**config.mk**
```make
export PLATFORM = sky130hd
export DESIGN_NAME = perf_counter_bank
export DESIGN_NICKNAME = d
export VERILOG_FILES = /design/src/rtl/lc3b_types.sv /design/src/rtl/perf_counter_channel.sv /design/src/rtl/perf_counter_bank.sv
export SDC_FILE = /design/constraint.sdc
export NUM_CORES = 2
export LEC_CHECK = 0
export BUFFER_PORTS_ARGS = -buffer_cell sky130_fd_sc_hd__buf_2
export CELL_PAD_IN_SITES_DETAIL_PLACEMENT = 1
export CELL_PAD_IN_SITES_GLOBAL_PLACEMENT = 2
export CORE_MARGIN = 2
export CORE_UTILIZATION = 30
export CTS_CLUSTER_DIAMETER = 80
export DETAILED_ROUTE_END_ITERATION = 6
export GPL_ROUTABILITY_DRIVEN = 0
export PLACE_DENSITY = 0.7
export REMOVE_ABC_BUFFERS = 1
export SLEW_MARGIN = 30
export SYNTH_ARGS = -nofsm -noshare
export SYNTH_HDL_FRONTEND = slang
export SYNTH_SLANG_ARGS = --single-unit
```
**constraint.sdc**
```tcl
create_clock -name clk -period 15.55 [get_ports clk]
set_input_delay 0.7775 -clock clk [delete_from_list [all_inputs] [get_ports clk]]
set_output_delay 0.7775 -clock clk [all_outputs]
set_load 0.02 [all_outputs]
```
**src/rtl/lc3b_types.sv**
```systemverilog
// Shared LC-3b perf counter types: register decode, CTRL bit positions and counter width type.
package lc3b_types;

    typedef logic [15:0] lc3b_word;
    typedef logic [31:0] lc3b_perfcnt_t;

    localparam int unsigned PERFCNT_CTRL_COUNT_EN = 0;
    localparam int unsigned PERFCNT_CTRL_IRQ_EN   = 1;
    localparam int unsigned PERFCNT_CTRL_BITS     = 2;
    localparam logic [PERFCNT_CTRL_BITS-1:0] PERFCNT_CTRL_RESET = 2'b01;

    typedef enum logic [2:0] {
        RegCntLo,
        RegCntHi,
        RegCtrl,
        RegOvf,
        RegNone
    } perfcnt_reg_e;

    // Counters occupy 0..2*num_ch-1 as lo/hi pairs, then CTRL and OVF.
    function automatic perfcnt_reg_e perfcnt_decode(input int unsigned sel,
                                                    input int unsigned num_ch);
        if (sel < 2 * num_ch) begin
            return sel[0] ? RegCntHi : RegCntLo;
        end
        if (sel == 2 * num_ch) begin
            return RegCtrl;
        end
        if (sel == 2 * num_ch + 1) begin
            return RegOvf;
        end
        return RegNone;
    endfunction

endpackage

```
**src/rtl/perf_counter_channel.sv**
```systemverilog
// One performance counter: level/edge qualification, saturate or wrap at all-ones, clear.
module perf_counter_channel #(
    parameter int unsigned CNT_WIDTH = 32,
    parameter bit          EDGE      = 1'b0,
    parameter bit          SATURATE  = 1'b1
) (
    input  logic                 clk,
    input  logic                 rst,
    input  logic                 i_event,
    input  logic                 i_count_en,
    input  logic                 i_clear,
    output logic [CNT_WIDTH-1:0] o_count,
    output logic                 o_ovf
);

    logic                 r_prev;
    logic [CNT_WIDTH-1:0] r_count;
    logic [CNT_WIDTH-1:0] w_count_d;
    logic                 w_qual;
    logic                 w_inc;
    logic                 w_at_max;

    always_comb begin
        w_qual    = EDGE ? (i_event & ~r_prev) : i_event;
        // A clear in the same cycle suppresses the increment and its overflow.
        w_inc     = i_count_en & w_qual & ~i_clear;
        w_at_max  = &r_count;
        o_ovf     = w_inc & w_at_max;
        w_count_d = r_count;
        if (i_clear) begin
            w_count_d = '0;
        end else if (w_inc) begin
            if (!w_at_max) begin
                w_count_d = r_count + CNT_WIDTH'(1);
            end else if (!SATURATE) begin
                w_count_d = '0;
            end
        end
    end

    always_ff @(posedge clk or posedge rst) begin
        if (rst) begin
            r_prev  <= 1'b0;
            r_count <= '0;
        end else begin
            r_prev  <= i_event;
            r_count <= w_count_d;
        end
    end

    assign o_count = r_count;

endmodule

```
**src/rtl/perf_counter_bank.sv**
```systemverilog
// MMIO bank of event counters with 16-bit halves and shared high-half snapshot.
// Optional sticky overflow flags and interrupt are built when PERFCNT_OVF_IRQ_EN is defined.
module perf_counter_bank
    import lc3b_types::*;
#(
    parameter int unsigned NUM_CH    = 16,
    parameter int unsigned CNT_WIDTH = 32,
    parameter logic [15:0] EDGE_MASK = 16'h0000,
    parameter bit          SATURATE  = 1'b1,
    parameter int unsigned ADDR_W    = 6
) (
    input  logic              clk,
    input  logic              rst,
    input  logic [NUM_CH-1:0] event_in,
    input  logic [ADDR_W-1:0] mmio_sel,
    input  logic              mmio_read,
    input  logic              mmio_write,
    input  lc3b_word          mmio_wdata,
    output lc3b_word          mmio_rdata,
    output logic              mmio_resp,
    output logic              ovf_irq
);

    logic [CNT_WIDTH-1:0]         w_cnt [NUM_CH];
    lc3b_perfcnt_t                w_cnt_ext [NUM_CH];
    logic [NUM_CH-1:0]            w_clear;
    logic [NUM_CH-1:0]            w_ovf_pulse;
    logic [NUM_CH-1:0]            w_ovf_rd;
    logic [PERFCNT_CTRL_BITS-1:0] r_ctrl;
    lc3b_word                     r_snap;
    lc3b_word                     w_snap_d;
    lc3b_word                     r_rdata;
    lc3b_word                     w_rdata;
    logic                         r_resp;
    int unsigned                  w_sel;
    perfcnt_reg_e                 w_kind;
    logic                         w_is_cnt;
    logic                         w_rd_only;
    logic                         w_ctrl_wr;

    assign w_sel     = 32'(mmio_sel);
    assign w_kind    = perfcnt_decode(w_sel, NUM_CH);
    assign w_is_cnt  = (w_kind == RegCntLo) || (w_kind == RegCntHi);
    assign w_rd_only = mmio_read & ~mmio_write;
    assign w_ctrl_wr = mmio_write & (w_kind == RegCtrl);

    for (genvar c = 0; c < NUM_CH; c++) begin : g_ch
        assign w_clear[c]   = mmio_write & w_is_cnt & ((w_sel >> 1) == 32'(c));
        assign w_cnt_ext[c] = lc3b_perfcnt_t'(w_cnt[c]);

        perf_counter_channel #(
            .CNT_WIDTH (CNT_WIDTH),
            .EDGE      (EDGE_MASK[c]),
            .SATURATE  (SATURATE)
        ) u_channel (
            .clk        (clk),
            .rst        (rst),
            .i_event    (event_in[c]),
            .i_count_en (r_ctrl[PERFCNT_CTRL_COUNT_EN]),
            .i_clear    (w_clear[c]),
            .o_count    (w_cnt[c]),
            .o_ovf      (w_ovf_pulse[c])
        );
    end

    // A read that collides with a write returns 0 and does not touch the snapshot.
    always_comb begin
        w_rdata  = '0;
        w_snap_d = r_snap;
        if (w_rd_only) begin
            case (w_kind)
                RegCntLo: begin
                    for (int unsigned c = 0; c < NUM_CH; c++) begin
                        if ((w_sel >> 1) == c) begin
                            w_rdata  = w_cnt_ext[c][15:0];
                            w_snap_d = w_cnt_ext[c][31:16];
                        end
                    end
                end
                RegCntHi: w_rdata = r_snap;
                RegCtrl:  w_rdata = 16'(r_ctrl);
                RegOvf:   w_rdata = 16'(w_ovf_rd);
                default:  w_rdata = '0;
            endcase
        end
    end

    always_ff @(posedge clk or posedge rst) begin
        if (rst) begin
            r_ctrl  <= PERFCNT_CTRL_RESET;
            r_snap  <= '0;
            r_rdata <= '0;
            r_resp  <= 1'b0;
        end else begin
            if (w_ctrl_wr) begin
                r_ctrl <= mmio_wdata[PERFCNT_CTRL_BITS-1:0];
            end
            r_snap  <= w_snap_d;
            r_rdata <= w_rdata;
            r_resp  <= mmio_read | mmio_write;
        end
    end

`ifdef PERFCNT_OVF_IRQ_EN
    logic [NUM_CH-1:0] r_ovf;
    logic [NUM_CH-1:0] w_ovf_d;
    logic [NUM_CH-1:0] w_ovf_clr;
    logic              w_ovf_wr;
    logic              r_irq;

    assign w_ovf_wr  = mmio_write & (w_kind == RegOvf);
    assign w_ovf_clr = w_ovf_wr ? mmio_wdata[NUM_CH-1:0] : '0;
    // New overflow wins over a same-cycle write-1-to-clear.
    assign w_ovf_d   = (r_ovf & ~w_ovf_clr) | w_ovf_pulse;

    always_ff @(posedge clk or posedge rst) begin
        if (rst) begin
            r_ovf <= '0;
            r_irq <= 1'b0;
        end else begin
            r_ovf <= w_ovf_d;
            r_irq <= (|r_ovf) & r_ctrl[PERFCNT_CTRL_IRQ_EN];
        end
    end

    assign w_ovf_rd = r_ovf;
    assign ovf_irq  = r_irq;
`else
    assign w_ovf_rd = '0;
    assign ovf_irq  = 1'b0;
`endif

    logic w_unused;
    assign w_unused = ^{mmio_wdata, w_ovf_pulse};

    assign mmio_rdata = r_rdata;
    assign mmio_resp  = r_resp;

endmodule
```
==> results.toml <==
[synthesis]
yosysWarningCount = 0
synth-edff-count = 0
syn_area_um2 = 33200
synthAdderAreaFrac_pct = 0.603
synth_area_leaders = "dfrtp_1, nor2_1, xor2_1, xnor2_1, nand3_1"
yosysSeqAreaShare_pct = 41.2
synth_area_per_cell_um2 = 8.70
synth-compound-area-share_pct = 12.7
synth_xor_area_share_pct = 10.9
synth_top_cell_by_area = "dfrtp_1"
synth-simple-area-share_pct = 28.7
yosysUniqueCellTypes = 105
netlist.area_leader.share_pct = 41.1
synthCells = 3817
synthFlopType = "dfrtp_1"
synth_top_family_by_area = "simple AND/OR/NAND/NOR gates"
synthMuxAreaShare_pct = 2.29
async_flop_share_pct = 100
ys_ff_latch = 547

[placement]
dp.final_hpwl_mm = 105
numPortBuffers = 44
dpl_cell_area_um2 = 34900

[cts]
cts_buffers = 73
cts_sinks = 547
clockRootBuffer = "clkbuf_16"
cts_resized = 0
ctsHoldBuffers = 0
cts_tree = "built"
cts_setup_buffers = 0
clk_pin_slew_ns = 0.05
clockBufferDepth = 3
htree_levels = 3
insertion_delay_ns = 0.68

[die]
die_h_um = 337
io_pins = 60
initial_core_util_pct = 30.1
die_w_um = 337
dieArea_um2 = 113000
rows = 122
core_um2 = 110000

[routing]
routedWlPerCell_um = 26.9
drt_pass1_iterations = 7
antenna_left = 0
viasPerCell = 5.75
wl_met1_mm = 62.1
via_count = 30700
route.met2.wl_mm = 66.1
dr.max_layer_used = "met5"
drtIter0Drc = 2765
routed_wl_mm = 143
route.detailed.drc = 0
wl_met3_mm = 9.23

[grt]
grt_pass1_vias = 30900
grt_pass1_wl_mm = 215
grt_usage_pct = 25.3
antenna_found_initial = 4
grt_overflow_total = 0
grt_max_degree = 152

[timing]
finalClockSkew_ns = 0.0325
hold_viol_final = 0
slew_violations = 0
fmax_ghz = 0.233
setup_viol = 0
rsz0062_at_grt = "no"
hold_ws_ns = 0.207
slew-limit-headroom_pct = 31.1
fin_crit_sh_pct = 27.6
final.min_clock_period_ns = 4.29
max_slew.worst_pin.slew_ns = 1.03

[pwr]
vdd_drop_max_uv = 64.3
power_leakage_nw = 15.3
intPower_mw = 2.67
powerDensity_nw_per_um2 = 101
p_seq_share_pct = 43.8
p_switching_mw = 1.10
clkPwrFrac_pct = 46.6
power.share.switching_pct = 29.2
power_frac_comb_pct = 9.6

[setup_path]
r2r-start = "r_ctrl[0]"
timing_worst_setup_path_type = "input port to flip-flop"
startpoint_type = "input port"
reg2reg_slack_ns = 12.08
rr_worst_depth = 7
end_kind = "flip-flop"
cp_max_fo = 39
reg2reg_to = "g_ch[4].u_channel.o_count[24]"
cp.required_ns = 16.08
critPathArrivalTime_ns = 4.82

[final_layout]
area_growth_pct = 12.6
multi_input_area_um2 = 18400
seq_area_um2 = 13700
nNetsFinal = 3843
drive_above_1_share_pct = 8.13
fill_cells = 12900
final_cell_area_um2 = 37400

[worst_hold_path]
hp-class = "input port to asynchronous set/reset pin"

[run_status]
run_status = "complete, no violations"

[flow_run]
drv_cap = 0
-- how the worst max path moves through the flow --
stage | start | to | slack [ns]
floorplan | rst | g_ch[0].u_channel.o_count[0] | -0.52
global placement | mmio_sel[1] | mmio_rdata[0] | 10.72
detailed placement | mmio_sel[1] | mmio_rdata[2] | 10.96
CTS | mmio_sel[1] | mmio_rdata[2] | 11.64
global route | mmio_sel[1] | mmio_rdata[2] | 11.30
finish | mmio_sel[1] | mmio_rdata[8] | 11.26
-- layer usage --
layer  up-vias  global-route usage (%)
met1     15700                    33.4
met2       939                    40.7
met5         -                       0
met3       281                    5.16
li1      13700                       -
met4         4                    9.85
-- cell usage after synthesis (all sizes together), types with 7 or more instances --
cell type,n
mux2i,57
a21o,10
or2,12
a2111oi,7
o221ai,18
nor3b,24
o2111ai,12
a31oi,41
nor4,59
nand2b,15
o311ai,9
and2,29
xor2,225
and3,98
nor2b,21
ha,16
a22oi,42
o211ai,22
mux2,13
a211oi,30
xnor2,190
or3,56
buf,93
o2bb2ai,10
a22o,13
nor2,605
nand4b,7
nand4,184
o22ai,22
or4,11
inv,59
nand3,233
nor4b,8
clkbuf,119
a21oi,152
a221oi,29
o21ai,139
nor3,141
nand2,287
dfrtp,546
and4,53
a222oi,7
-- cell type report --
| type | instances | area share, % |
|---|---|---|
| timing repair buffer | 105 | 1.94 |
| clock buffer | 116 | 5.94 |
| sequential | 547 | 36.6 |
| clock inverter | 14 | 0.612 |
| tap | 1488 | 4.98 |
| multi-input combinational | 2998 | 49.3 |
| antenna | 2 | 0.0134 |
| inverter | 60 | 0.622 |
-- state kept, by name (all words and copies together), names as in the netlist --
register and count:
r_ctrl 2, mmio_resp 1, mmio_rdata 16, r_snap 16
g_ch.u_channel.o_count 512
-- cells by family after synthesis --
group	after synthesis
muxes	72
AOI/OAI and AO/OA	631
xor gates and xnor gates	415
buffers and inverters	272
other	1
adders and majority gates	16
and+or+nand+nor	1863
DFF	547
-- worst max-delay path, stage by stage --
cell and delay (ns):
buf_4 0.47, buf_4 0.55, nand2_1 0.64, nor2_2 0.92, a222oi_1 0.25, o21ai_0 0.25
o21ai_0 0.45, a31oi_1 0.44
-- metrics by stage --
step	worst slack, ns	utilization, %	setup TNS, ns	total power [mW]	cells
2_1_floorplan	-0.518	-	-282.85	1.81	3605
3_3_place_gp	10.72	31.7	0	2.02	5197
3_5_place_dp	10.96	31.7	0	2.03	5198
4_1_cts	11.64	33.9	0	3.80	5328
5_1_grt	11.30	33.9	0	3.91	5328
6_report	11.26	33.9	0	3.77	5330
-- power groups by stage --
stage | clock [mW] | sequential, mW | combinational (mW)
finish | 1.76 | 1.65 | 0.362
global route | 1.85 | 1.66 | 0.399
CTS | 1.79 | 1.65 | 0.360
detailed placement | 0 | 1.67 | 0.357
global placement | 0 | 1.67 | 0.347
floorplan | 0 | 1.60 | 0.216
-- layout by cell type, fill, tap and decap left out, types with 11 or more instances in the layout --
cell type  Yosys  final
a221oi_1      29     29
nand2_1      287    287
a31oi_1       39     39
a22o_1        13     13
ha_1          16     16
nor2b_1       21     19
o21ai_0      136    136
a22oi_1       42     42
a21oi_1      151    151
buf_2         78     42
nor2_1       596    595
xnor2_1      190    190
and4_1        53     52
nor3b_1       21     21
a211oi_1      27     27
clkbuf_1     117     22
inv_1         59     57
o221ai_1      18     18
o2111ai_1     11     11
nor3_1       135    134
nand3_1      230    230
buf_4          5     57
o22ai_1       22     22
and3_1        98     98
nor4_1        43     42
and2_1        28     28
dfrtp_1      546    546
clkbuf_16      0     75
xor2_1       225    225
mux2_2        13     13
nand2b_1      15     15
clkbuf_8       0     19
nor4_2        12     13
o211ai_1      22     22
nand4_1      178    178
mux2i_1       57     57
or3_1         56     56
Power figures use the tool's default switching activity.
